==> src/rtl/scaler_vline_stepper_if.sv <==
// Handshake and data bundle between the scaler line engine / config generator
// (master side) and the vertical line stepper (slave side).
interface scaler_vline_stepper_if #(
    parameter int PHASE_W = 6
);
    logic               frame_start_i;
    logic               line_req_i;
    logic [9:0]         vpos_1st_rdline_i;
    logic [9:0]         vlines_in_needed_i;
    logic [10:0]        vlines_out_i;
    logic [17:0]        v_interp_factor_i;
    logic               ready_o;
    logic               busy_o;
    logic               line_valid_o;
    logic [9:0]         rdline_a_o;
    logic [9:0]         rdline_b_o;
    logic [PHASE_W-1:0] vphase_o;
    logic [10:0]        out_line_cnt_o;
    logic               frame_done_o;

    modport master (
        output frame_start_i, line_req_i, vpos_1st_rdline_i, vlines_in_needed_i,
               vlines_out_i, v_interp_factor_i,
        input  ready_o, busy_o, line_valid_o, rdline_a_o, rdline_b_o, vphase_o,
               out_line_cnt_o, frame_done_o
    );

    modport slave (
        input  frame_start_i, line_req_i, vpos_1st_rdline_i, vlines_in_needed_i,
               vlines_out_i, v_interp_factor_i,
        output ready_o, busy_o, line_valid_o, rdline_a_o, rdline_b_o, vphase_o,
               out_line_cnt_o, frame_done_o
    );
endinterface

==> src/rtl/scaler_vline_stepper.sv <==
// Per-frame vertical source-line stepper. For every output line it hands the
// line engine the two buffered source lines to blend and the weight of the
// lower one, walking a 12.17 fixed-point accumulator down the source image.
// Optional feature: define SCALER_VSTEP_CENTER_EN for centre-aligned sampling
// (accumulator starts half a step minus half a line in); otherwise top-aligned.
module scaler_vline_stepper #(
    parameter int PHASE_W = 6
) (
    input  logic                          VCLK,
    input  logic                          nRST,
    scaler_vline_stepper_if.slave         bus
);

    typedef enum logic [2:0] {
        ST_IDLE,
        ST_SETUP1,
        ST_SETUP2,
        ST_RUN,
        ST_DONE
    } state_t;

    state_t             state_q, state_d;
    logic [9:0]         vpos_q, vpos_d;
    logic [9:0]         vin_q, vin_d;
    logic [10:0]        vout_q, vout_d;
    logic [17:0]        fac_q, fac_d;
    logic [27:0]        step_q, step_d;
    logic [28:0]        acc_q, acc_d;
    logic [10:0]        cnt_q, cnt_d;
    logic               lineValid_q, lineValid_d;
    logic               frameDone_q, frameDone_d;
    logic [9:0]         rdA_q, rdA_d;
    logic [9:0]         rdB_q, rdB_d;
    logic [PHASE_W-1:0] phase_q, phase_d;
    logic [10:0]        outCnt_q, outCnt_d;

    logic [11:0]        accInt;
    logic [9:0]         lmax;
    logic [9:0]         aSel;
    logic [9:0]         bSel;
    logic [10:0]        aPlus1;
    logic [PHASE_W-1:0] phaseSel;
    logic [28:0]        initVal;

    // Source line pair and weight for the current accumulator, clamped to the last line
    always_comb begin
        accInt = acc_q[28:17];
        lmax   = vin_q - 10'd1;
        if (accInt > {2'b00, lmax}) begin
            aSel     = lmax;
            phaseSel = '0;
        end else begin
            aSel     = accInt[9:0];
            phaseSel = acc_q[16 -: PHASE_W];
        end
        aPlus1 = {1'b0, aSel} + 11'd1;
        bSel   = (aPlus1 > {1'b0, lmax}) ? lmax : aPlus1[9:0];
    end

    // Accumulator start value: top-aligned, or centred on the first output line
    always_comb begin
        initVal = '0;
`ifdef SCALER_VSTEP_CENTER_EN
        if (step_q > 28'd131072) begin
            initVal = {2'b00, step_q[27:1]} - 29'd65536;
        end
`endif
    end

    // Next-state and registered-output logic; frame_start overrides everything
    always_comb begin
        state_d     = state_q;
        vpos_d      = vpos_q;
        vin_d       = vin_q;
        vout_d      = vout_q;
        fac_d       = fac_q;
        step_d      = step_q;
        acc_d       = acc_q;
        cnt_d       = cnt_q;
        lineValid_d = 1'b0;
        frameDone_d = 1'b0;
        rdA_d       = rdA_q;
        rdB_d       = rdB_q;
        phase_d     = phase_q;
        outCnt_d    = outCnt_q;

        if (bus.frame_start_i) begin
            vpos_d  = bus.vpos_1st_rdline_i;
            vin_d   = bus.vlines_in_needed_i;
            vout_d  = bus.vlines_out_i;
            fac_d   = bus.v_interp_factor_i;
            state_d = ST_SETUP1;
        end else begin
            case (state_q)
                ST_SETUP1: begin
                    step_d  = {18'd0, vin_q} * {10'd0, fac_q};
                    state_d = ST_SETUP2;
                end
                ST_SETUP2: begin
                    acc_d = initVal;
                    cnt_d = '0;
                    if (vout_q == 11'd0 || vin_q == 10'd0) begin
                        frameDone_d = 1'b1;
                        state_d     = ST_DONE;
                    end else begin
                        state_d = ST_RUN;
                    end
                end
                ST_RUN: begin
                    if (bus.line_req_i) begin
                        lineValid_d = 1'b1;
                        rdA_d       = vpos_q + aSel;
                        rdB_d       = vpos_q + bSel;
                        phase_d     = phaseSel;
                        outCnt_d    = cnt_q;
                        acc_d       = acc_q + {1'b0, step_q};
                        cnt_d       = cnt_q + 11'd1;
                        if (cnt_q == vout_q - 11'd1) begin
                            frameDone_d = 1'b1;
                            state_d     = ST_DONE;
                        end
                    end
                end
                default: ;
            endcase
        end
    end

    // State, shadow config, accumulator and output registers
    always_ff @(posedge VCLK or negedge nRST) begin
        if (!nRST) begin
            state_q     <= ST_IDLE;
            vpos_q      <= '0;
            vin_q       <= '0;
            vout_q      <= '0;
            fac_q       <= '0;
            step_q      <= '0;
            acc_q       <= '0;
            cnt_q       <= '0;
            lineValid_q <= 1'b0;
            frameDone_q <= 1'b0;
            rdA_q       <= '0;
            rdB_q       <= '0;
            phase_q     <= '0;
            outCnt_q    <= '0;
        end else begin
            state_q     <= state_d;
            vpos_q      <= vpos_d;
            vin_q       <= vin_d;
            vout_q      <= vout_d;
            fac_q       <= fac_d;
            step_q      <= step_d;
            acc_q       <= acc_d;
            cnt_q       <= cnt_d;
            lineValid_q <= lineValid_d;
            frameDone_q <= frameDone_d;
            rdA_q       <= rdA_d;
            rdB_q       <= rdB_d;
            phase_q     <= phase_d;
            outCnt_q    <= outCnt_d;
        end
    end

    assign bus.ready_o        = (state_q == ST_RUN);
    assign bus.busy_o         = (state_q == ST_SETUP1) || (state_q == ST_SETUP2);
    assign bus.line_valid_o   = lineValid_q;
    assign bus.frame_done_o   = frameDone_q;
    assign bus.rdline_a_o     = rdA_q;
    assign bus.rdline_b_o     = rdB_q;
    assign bus.vphase_o       = phase_q;
    assign bus.out_line_cnt_o = outCnt_q;

endmodule

==> src/flat_wrapper.sv <==
// flat-port wrapper written by rule: the top's interface ports become plain ports
module scaler_vline_stepper_flat 
#(
    parameter int PHASE_W = 6
)
  (VCLK, nRST, bus_frame_start_i, bus_line_req_i, bus_vpos_1st_rdline_i, bus_vlines_in_needed_i, bus_vlines_out_i, bus_v_interp_factor_i, bus_ready_o, bus_busy_o, bus_line_valid_o, bus_rdline_a_o, bus_rdline_b_o, bus_vphase_o, bus_out_line_cnt_o, bus_frame_done_o);
  scaler_vline_stepper_if #(.PHASE_W(PHASE_W)) bus_i ();
  input  logic VCLK;
  input  logic nRST;
  input wire logic [$bits(bus_i.frame_start_i)-1:0] bus_frame_start_i;
  input wire logic [$bits(bus_i.line_req_i)-1:0] bus_line_req_i;
  input wire logic [$bits(bus_i.vpos_1st_rdline_i)-1:0] bus_vpos_1st_rdline_i;
  input wire logic [$bits(bus_i.vlines_in_needed_i)-1:0] bus_vlines_in_needed_i;
  input wire logic [$bits(bus_i.vlines_out_i)-1:0] bus_vlines_out_i;
  input wire logic [$bits(bus_i.v_interp_factor_i)-1:0] bus_v_interp_factor_i;
  output wire logic [$bits(bus_i.ready_o)-1:0] bus_ready_o;
  output wire logic [$bits(bus_i.busy_o)-1:0] bus_busy_o;
  output wire logic [$bits(bus_i.line_valid_o)-1:0] bus_line_valid_o;
  output wire logic [$bits(bus_i.rdline_a_o)-1:0] bus_rdline_a_o;
  output wire logic [$bits(bus_i.rdline_b_o)-1:0] bus_rdline_b_o;
  output wire logic [$bits(bus_i.vphase_o)-1:0] bus_vphase_o;
  output wire logic [$bits(bus_i.out_line_cnt_o)-1:0] bus_out_line_cnt_o;
  output wire logic [$bits(bus_i.frame_done_o)-1:0] bus_frame_done_o;
  assign bus_i.frame_start_i = bus_frame_start_i;
  assign bus_i.line_req_i = bus_line_req_i;
  assign bus_i.vpos_1st_rdline_i = bus_vpos_1st_rdline_i;
  assign bus_i.vlines_in_needed_i = bus_vlines_in_needed_i;
  assign bus_i.vlines_out_i = bus_vlines_out_i;
  assign bus_i.v_interp_factor_i = bus_v_interp_factor_i;
  assign bus_ready_o = bus_i.ready_o;
  assign bus_busy_o = bus_i.busy_o;
  assign bus_line_valid_o = bus_i.line_valid_o;
  assign bus_rdline_a_o = bus_i.rdline_a_o;
  assign bus_rdline_b_o = bus_i.rdline_b_o;
  assign bus_vphase_o = bus_i.vphase_o;
  assign bus_out_line_cnt_o = bus_i.out_line_cnt_o;
  assign bus_frame_done_o = bus_i.frame_done_o;
  scaler_vline_stepper #(.PHASE_W(PHASE_W)) u_core (.VCLK(VCLK), .nRST(nRST), .bus(bus_i));
endmodule
==> config.mk <==
export PLATFORM = sky130hd
export DESIGN_NAME = scaler_vline_stepper_flat
export DESIGN_NICKNAME = d
export VERILOG_FILES = /design/src/rtl/scaler_vline_stepper_if.sv /design/src/rtl/scaler_vline_stepper.sv /design/src/flat_wrapper.sv
export SDC_FILE = /design/constraint.sdc
export NUM_CORES = 1
export LEC_CHECK = 0
export CELL_PAD_IN_SITES_DETAIL_PLACEMENT = 0
export CELL_PAD_IN_SITES_GLOBAL_PLACEMENT = 1
export CORE_MARGIN = 1.5
export CORE_UTILIZATION = 43
export DETAILED_ROUTE_END_ITERATION = 16
export PLACE_DENSITY_LB_ADDON = 0.1
export SLEW_MARGIN = 25
export SYNTH_ARGS = -nofsm -noshare
export SYNTH_HDL_FRONTEND = slang
export SYNTH_SLANG_ARGS = --single-unit
==> constraint.sdc <==
create_clock -name VCLK -period 8.55 [get_ports VCLK]
set_input_delay 1.71 -clock VCLK [delete_from_list [all_inputs] [get_ports VCLK]]
set_output_delay 1.71 -clock VCLK [all_outputs]
set_load 0.005 [all_outputs]
==> reports/metrics.yaml, run 1 <==
logic_synthesis:
  yosysSeqAreaShare: 0.2674
  synth_xor_xnor_area_share: 0.05826
  synth-compound-area-share: 0.1243
  synthSimpleGateAreaFrac: 0.1716
  yosysWarningCount: 0
  ys_types: 68
  synthFlopType: "dfrtp_1"
  synth_area_per_cell_um2: 9.181
  syn_nets: 1936
  async_flop_share: 1.000
  synth_seq_cells: 159
  synth_edf_count: 0
  synth-adder-area-share: 0.2854
  syn_area_um2: 14880
  synth_top_family_by_area: "adder cells"
  synth.area.mux_share: 0.03910
  synthCells: 1621
grt:
  grt_max_degree: 93
  grt_pass1_vias: 11790
  antenna_found_initial: 0
  grt_first_pass_wirelength_um: 62050
  grt.overflow.total: 0
  grtUsageTotal: 0.2221
sta:
  setup_viol: 0
  fin_crit_sh: 0.9113
  rsz0062_at_grt: "false"
  max-slew-margin-rel: 0.3963
  timing.fmax_mhz: 128.3
  tightest_slew_ns: 0.9056
  fin_crit_ns: 7.791
  fin_setup_tns_ns: 0
  fin_hold_ws_ns: 0.4655
  slew_viol_final: 0
  hold_viol_final: 0
  skew_ns: 0.01330
outcome:
  status: "completed"
die:
  die_area_um2: 35730
  rows: 67
  coreArea_um2: 33780
  ios: 94
  die_w_um: 189.0
  die_h_um: 189.0
  initial_core_util: 0.4405
clocking:
  insertion_delay_ns: 0.46
  cts_buffers: 17
  cts-hold-fix-buffers: 0
  cts-root-buf: "clkbuf_16"
  h-tree-depth: 4
  ctsLongestPathBuffers: 2
  cts_tree: "yes"
  cts.sinks: 159
  clk_pin_slew_ns: 0.07
place:
  place_hpwl_um: 28740
  gp_congestion: 0.8621
  port_buffers: 93
  dp.cells: 2103
hold_path:
  hp-class: "reg2reg"
  worstHoldEndpoint: "u_core.bus.vphase_o[0]"
  hold_depth: 2
  hp-start: "u_core.bus.vphase_o[0]"
cells_and_area:
  drive_above_1_share: 0.07392
  area_delta_synth_final_pct: 13.60
  layout_common_cells: "nand2_1 (267), dfrtp_1 (157), ha_1 (133), inv_1 (132), fa_1 (129)"
  fin_cells: 2139
  nets: 1993
  fill_cells: 3225
  final_common_cell: "nand2_1"
  num_antenna_cells: 0
worst_setup_path:
  crit_required_ns: 8.92
  reg2reg_to: "u_core.bus.rdline_b_o[9]"
  end_kind: "register"
  path_max_fanout: 22
  slowest_stage: "dfrtp_2"
  arrival_ns: 8.16
  path_buf_inv: 1
  r2r_slack_ns: 0.76
  r2r_start: "u_core.vin_q[1]"
  crit_type: "reg2reg"
  path_depth: 34
  crit_top_cell: "a21oi_1"
  setup.worst_path.start_class: "register"
  max_stage_delay_ns: 0.55
  cpLargestDelayFamily: "compound AO/OA/AOI/OAI gates"
  reg2reg_depth: 34
route:
  drt-total-wl_um: 37830
  vias_per_cell: 5.311
  num_vias: 11360
  first_pass_iters: 6
  wl_per_cell_um: 17.69
  first_iter_violations: 525
  drc: 0
  ant_nets: 0
job:
  cap_viol_max_count: 0
==> routing by layer <==
layer / part of all wire / up-vias / global-route usage
li1: - / 5526 / -
met1: 0.45 / 5652 / 0.2850
met2: 0.50 / 138 / 0.3893
met3: 0.026 / 45 / 0.02521
met4: 0.023 / 0 / 0.07387
met5: 0 / - / 0
==> worst max path at each step <==
stage,startpoint,end,slack [ns]
global placement,u_core.vin_q[1],u_core.bus.rdline_b_o[9],0.56
global route,u_core.vin_q[1],u_core.bus.rdline_b_o[9],0.07
finish,u_core.vin_q[1],u_core.bus.rdline_b_o[9],0.76
CTS,u_core.vin_q[1],u_core.bus.rdline_b_o[9],0.34
detailed placement,u_core.vin_q[1],u_core.bus.rdline_b_o[9],0.35
floorplan,u_core.vin_q[2],u_core.bus.rdline_b_o[9],0.57
==> metrics by stage <==
stage	worst slack (ns)	instance area [um^2]	util
final	0.7585	16910	0.5004
after detailed placement	0.3535	16230	0.4803
after CTS	0.3383	16860	0.4991
after global routing	0.06957	16910	0.5004
after floorplan	0.5735	14880	-
after global placement	0.5560	16230	0.4803
==> timing repair <==
action                                 4_1_cts  5_1_grt
setup endpoints to repair                    0        2
setup buffers                                0        4
endpoints found under the hold margin        0        0
gates resized for setup                      0        4
==> worst min-delay path, stage by stage (launching register included) <==
cell and delay, ns:
dfrtp_1 0.34, nand2_1 0.05, nand2_1 0.04
==> cell families after synthesis <==
| kind of cell | after synthesis |
|---|---|
| AND/OR/NAND/NOR | 545 |
| AO/OA/AOI/OAI | 292 |
| adder cells (fa/ha/maj) | 262 |
| buffers and inverters | 212 |
| flip-flops | 159 |
| XOR/XNOR | 99 |
| multiplexers | 52 |
==> Yosys cell counts (all sizes together), types with 5 or more instances <==
master | instances | share of area
nor2b | 13 | 0.0055
fa | 129 | 0.17
mux2i | 6 | 0.0043
a21o | 34 | 0.017
or3 | 7 | 0.0029
xnor2 | 55 | 0.032
a22o | 6 | 0.0035
nor3 | 16 | 0.0054
buf | 7 | 0.0024
nand2 | 267 | 0.067
dfrtp | 159 | 0.27
inv | 132 | 0.033
nor3b | 5 | 0.0025
nand2b | 7 | 0.0029
nand4 | 12 | 0.0050
nand3 | 34 | 0.011
a21oi | 75 | 0.025
and3 | 10 | 0.0042
o21bai | 13 | 0.0066
o21ai | 97 | 0.033
o21a | 6 | 0.0030
xor2 | 44 | 0.026
mux2 | 46 | 0.035
ha | 133 | 0.11
nor2 | 67 | 0.017
o31ai | 5 | 0.0025
clkbuf | 73 | 0.018
a31oi | 8 | 0.0034
a211oi | 9 | 0.0045
and2 | 88 | 0.037
==> state kept, by name (all words and copies together) (netlist names), 3 cells and up <==
signal	flops
u_core.acc_q	29
u_core.step_q	28
u_core.fac_q	18
u_core.bus.out_line_cnt_o	11
u_core.cnt_q	11
u_core.vout_q	11
u_core.bus.rdline_a_o	10
u_core.bus.rdline_b_o	10
u_core.vin_q	10
u_core.vpos_q	10
u_core.bus.vphase_o	6
u_core.state_q	3
==> layout make-up <==
type | count | area [um^2] | share of cell area
clock buffers | 18 | 439.2 | 0.02598
clock inverters | 14 | 193.9 | 0.01147
inverters | 132 | 495.5 | 0.02931
multi-input cells | 1250 | 10120 | 0.5987
flip-flops and latches | 159 | 3981 | 0.2355
well taps | 448 | 560.5 | 0.03316
repair buffers | 118 | 1115 | 0.06594
Power of run 1 is left out: the tool's default activity adds up to more than one toggle a clock period on the data nets, which glitch-free logic cannot reach.
==> run 2: changes to the inputs <==
--- a/config.mk
+++ b/config.mk
@@ -8,7 +8,8 @@
 export CELL_PAD_IN_SITES_DETAIL_PLACEMENT = 0
 export CELL_PAD_IN_SITES_GLOBAL_PLACEMENT = 1
 export CORE_MARGIN = 1.5
-export CORE_UTILIZATION = 43
+export CORE_UTILIZATION = 44
+export CTS_BUF_LIST = sky130_fd_sc_hd__clkbuf_4 sky130_fd_sc_hd__clkbuf_8
 export DETAILED_ROUTE_END_ITERATION = 16
 export PLACE_DENSITY_LB_ADDON = 0.1
 export SLEW_MARGIN = 25
==> reports/metrics.yaml, run 2 (synthesis gave the netlist of run 1 again) <==
outcome:
  status: "completed"
die:
  ios: 94
  die_area_um2: 34940
  coreArea_um2: 33450
  initial_core_util: 0.4449
  die_w_um: 186.9
  rows: 67
  die_h_um: 186.9
sta:
  fin_setup_tns_ns: 0
  setup_viol: 0
  fin_hold_ws_ns: 0.4755
  rsz0062_at_grt: "false"
  max-slew-margin-rel: 0.3777
  hold_viol_final: 0
  slew_viol_final: 0
  skew_ns: 0.02340
  fin_crit_sh: 0.8794
  setup_ws_ns: 1.031
  fin_crit_ns: 7.519
  timing.fmax_mhz: 133.0
  tightest_slew_ns: 0.9263
cells_and_area:
  stdcell_area_um2: 16670
  area_delta_synth_final_pct: 12.03
  largest_register_ffs: 29
  nets: 1994
  reg.largest.list: "u_core.acc_q (29), u_core.step_q (28), u_core.fac_q (18)"
  drive_above_1_share: 0.07270
  layout_common_cells: "nand2_1 (267), dfrtp_1 (159), ha_1 (133), inv_1 (132), fa_1 (129)"
  fill_cells: 3174
  final_common_cell: "nand2_1"
  num_antenna_cells: 0
  regMostFlops: "u_core.acc_q"
route:
  num_vias: 11400
  vias_per_cell: 5.325
  drt-total-wl_um: 37560
  first_iter_violations: 497
  wl_per_cell_um: 17.55
  drc: 0
  first_pass_iters: 5
  ant_nets: 0
job:
  cap_viol_max_count: 0
grt:
  grtUsageTotal: 0.2279
  grt_max_degree: 90
  antenna_found_initial: 2
  grt_pass1_vias: 11890
  grt_first_pass_wirelength_um: 62840
  grt.overflow.total: 0
worst_setup_path:
  max_stage_delay_ns: 0.44
  setup.worst_path.start_class: "register"
  crit_required_ns: 8.90
  arrival_ns: 7.87
  end_kind: "register"
  slowest_stage: "dfrtp_1"
  cpLargestDelayFamily: "compound AO/OA/AOI/OAI gates"
  crit_type: "reg2reg"
  path_buf_inv: 4
  crit_top_cell: "a21oi_1"
  r2r_slack_ns: 1.03
  reg2reg_to: "u_core.bus.rdline_b_o[8]"
  r2r_start: "u_core.vin_q[0]"
  reg2reg_depth: 35
  path_max_fanout: 6
hold_path:
  hold_depth: 2
  hp-start: "u_core.bus.vphase_o[1]"
  hp-class: "reg2reg"
  worstHoldEndpoint: "u_core.bus.vphase_o[1]"
place:
  place_hpwl_um: 29190
  gp_congestion: 0.8882
  post_dp_cell_area_um2: 16230
  dpl_worst_slack_ns: 0.5572
  port_buffers: 93
clocking:
  ctsLongestPathBuffers: 2
  cts-root-buf: "clkbuf_8"
  h-tree-depth: 4
  cts.sinks: 159
  clk_pin_slew_ns: 0.10
  insertion_delay_ns: 0.50
  cts-hold-fix-buffers: 0
  cts_buffers: 17
  cts_tree: "yes"
==> run 2: cell types whose count changed in the layout (fill, tap and decap cells not counted), moves of 2 or more <==
cell	change
clkbuf_16	-17
dfrtp_1	+2
clkinv_2	+2
clkinvlp_4	+2
clkbuf_8	+16
dfrtp_2	-2
==> run 2: layout make-up <==
cell class	count	area [um^2]	share of cell area
repair buffers	119	1126	0.06754
clock buffers	18	241.5	0.01448
well taps	448	560.5	0.03362
clock inverters	14	155.1	0.009306
flip-flops and latches	159	3979	0.2386
multi-input cells	1250	10110	0.6067
inverters	132	495.5	0.02972
==> run 2: worst max path at each step <==
stage | from | cells past startpoint | end | slack, ns
5_1_grt | u_core.vin_q[0] | 36 | u_core.bus.rdline_b_o[9] | 0.20
3_3_place_gp | u_core.vin_q[2] | 35 | u_core.bus.rdline_b_o[9] | 0.72
3_5_place_dp | u_core.vin_q[2] | 35 | u_core.bus.rdline_b_o[9] | 0.56
2_1_floorplan | u_core.vin_q[2] | 39 | u_core.bus.rdline_b_o[9] | 0.57
6_report | u_core.vin_q[0] | 35 | u_core.bus.rdline_b_o[8] | 1.03
4_1_cts | u_core.vin_q[2] | 35 | u_core.bus.rdline_b_o[9] | 0.52
==> run 2: per-layer routing <==
| layer | global-route usage | part of all wire | up-vias |
|---|---|---|---|
| met5 | 0 | 0.00032 | - |
| met1 | 0.3062 | 0.47 | 5667 |
| met4 | 0.06824 | 0.023 | 2 |
| li1 | - | - | 5513 |
| met3 | 0.03283 | 0.029 | 39 |
| met2 | 0.3825 | 0.48 | 174 |
==> run 2: worst register-to-register path: cells and delay by family, from the launching register on <==
| family | cells | cell delay [ns] |
|---|---|---|
| and+or+nand+nor | 6 | 1.22 |
| muxes | 1 | 0.12 |
| DFF | 1 | 0.44 |
| AOI/OAI and AO/OA | 15 | 2.50 |
| adders and majority gates | 6 | 1.78 |
| xor gates and xnor gates | 3 | 0.61 |
| buffers and inverters | 4 | 0.68 |
==> run 2: stage by stage <==
step | std cells | util
3_5_place_dp | 2104 | 0.4854
4_1_cts | 2136 | 0.4972
6_report | 2140 | 0.4984
2_1_floorplan | 1621 | -
3_3_place_gp | 2104 | 0.4854
5_1_grt | 2140 | 0.4984
==> run 2: timing repair <==
action                                  4_1_cts  5_1_grt
setup buffers                                 0        4
resized for setup                             0        2
endpoints found under the setup margin        0        2
Power of run 2 is left out for the same reason.
==> run 3: changes to the inputs <==
--- a/config.mk
+++ b/config.mk
@@ -5,11 +5,13 @@
 export SDC_FILE = /design/constraint.sdc
 export NUM_CORES = 1
 export LEC_CHECK = 0
+export CAP_MARGIN = 20
 export CELL_PAD_IN_SITES_DETAIL_PLACEMENT = 0
 export CELL_PAD_IN_SITES_GLOBAL_PLACEMENT = 1
 export CORE_MARGIN = 1.5
 export CORE_UTILIZATION = 44
 export CTS_BUF_LIST = sky130_fd_sc_hd__clkbuf_4 sky130_fd_sc_hd__clkbuf_8
+export CTS_CLUSTER_SIZE = 10
 export DETAILED_ROUTE_END_ITERATION = 16
 export PLACE_DENSITY_LB_ADDON = 0.1
 export SLEW_MARGIN = 25
==> results of run 3 <==
The final DEF is identical to that of run 2; final timing and power are the same.
Power of run 3 is left out for the same reason.
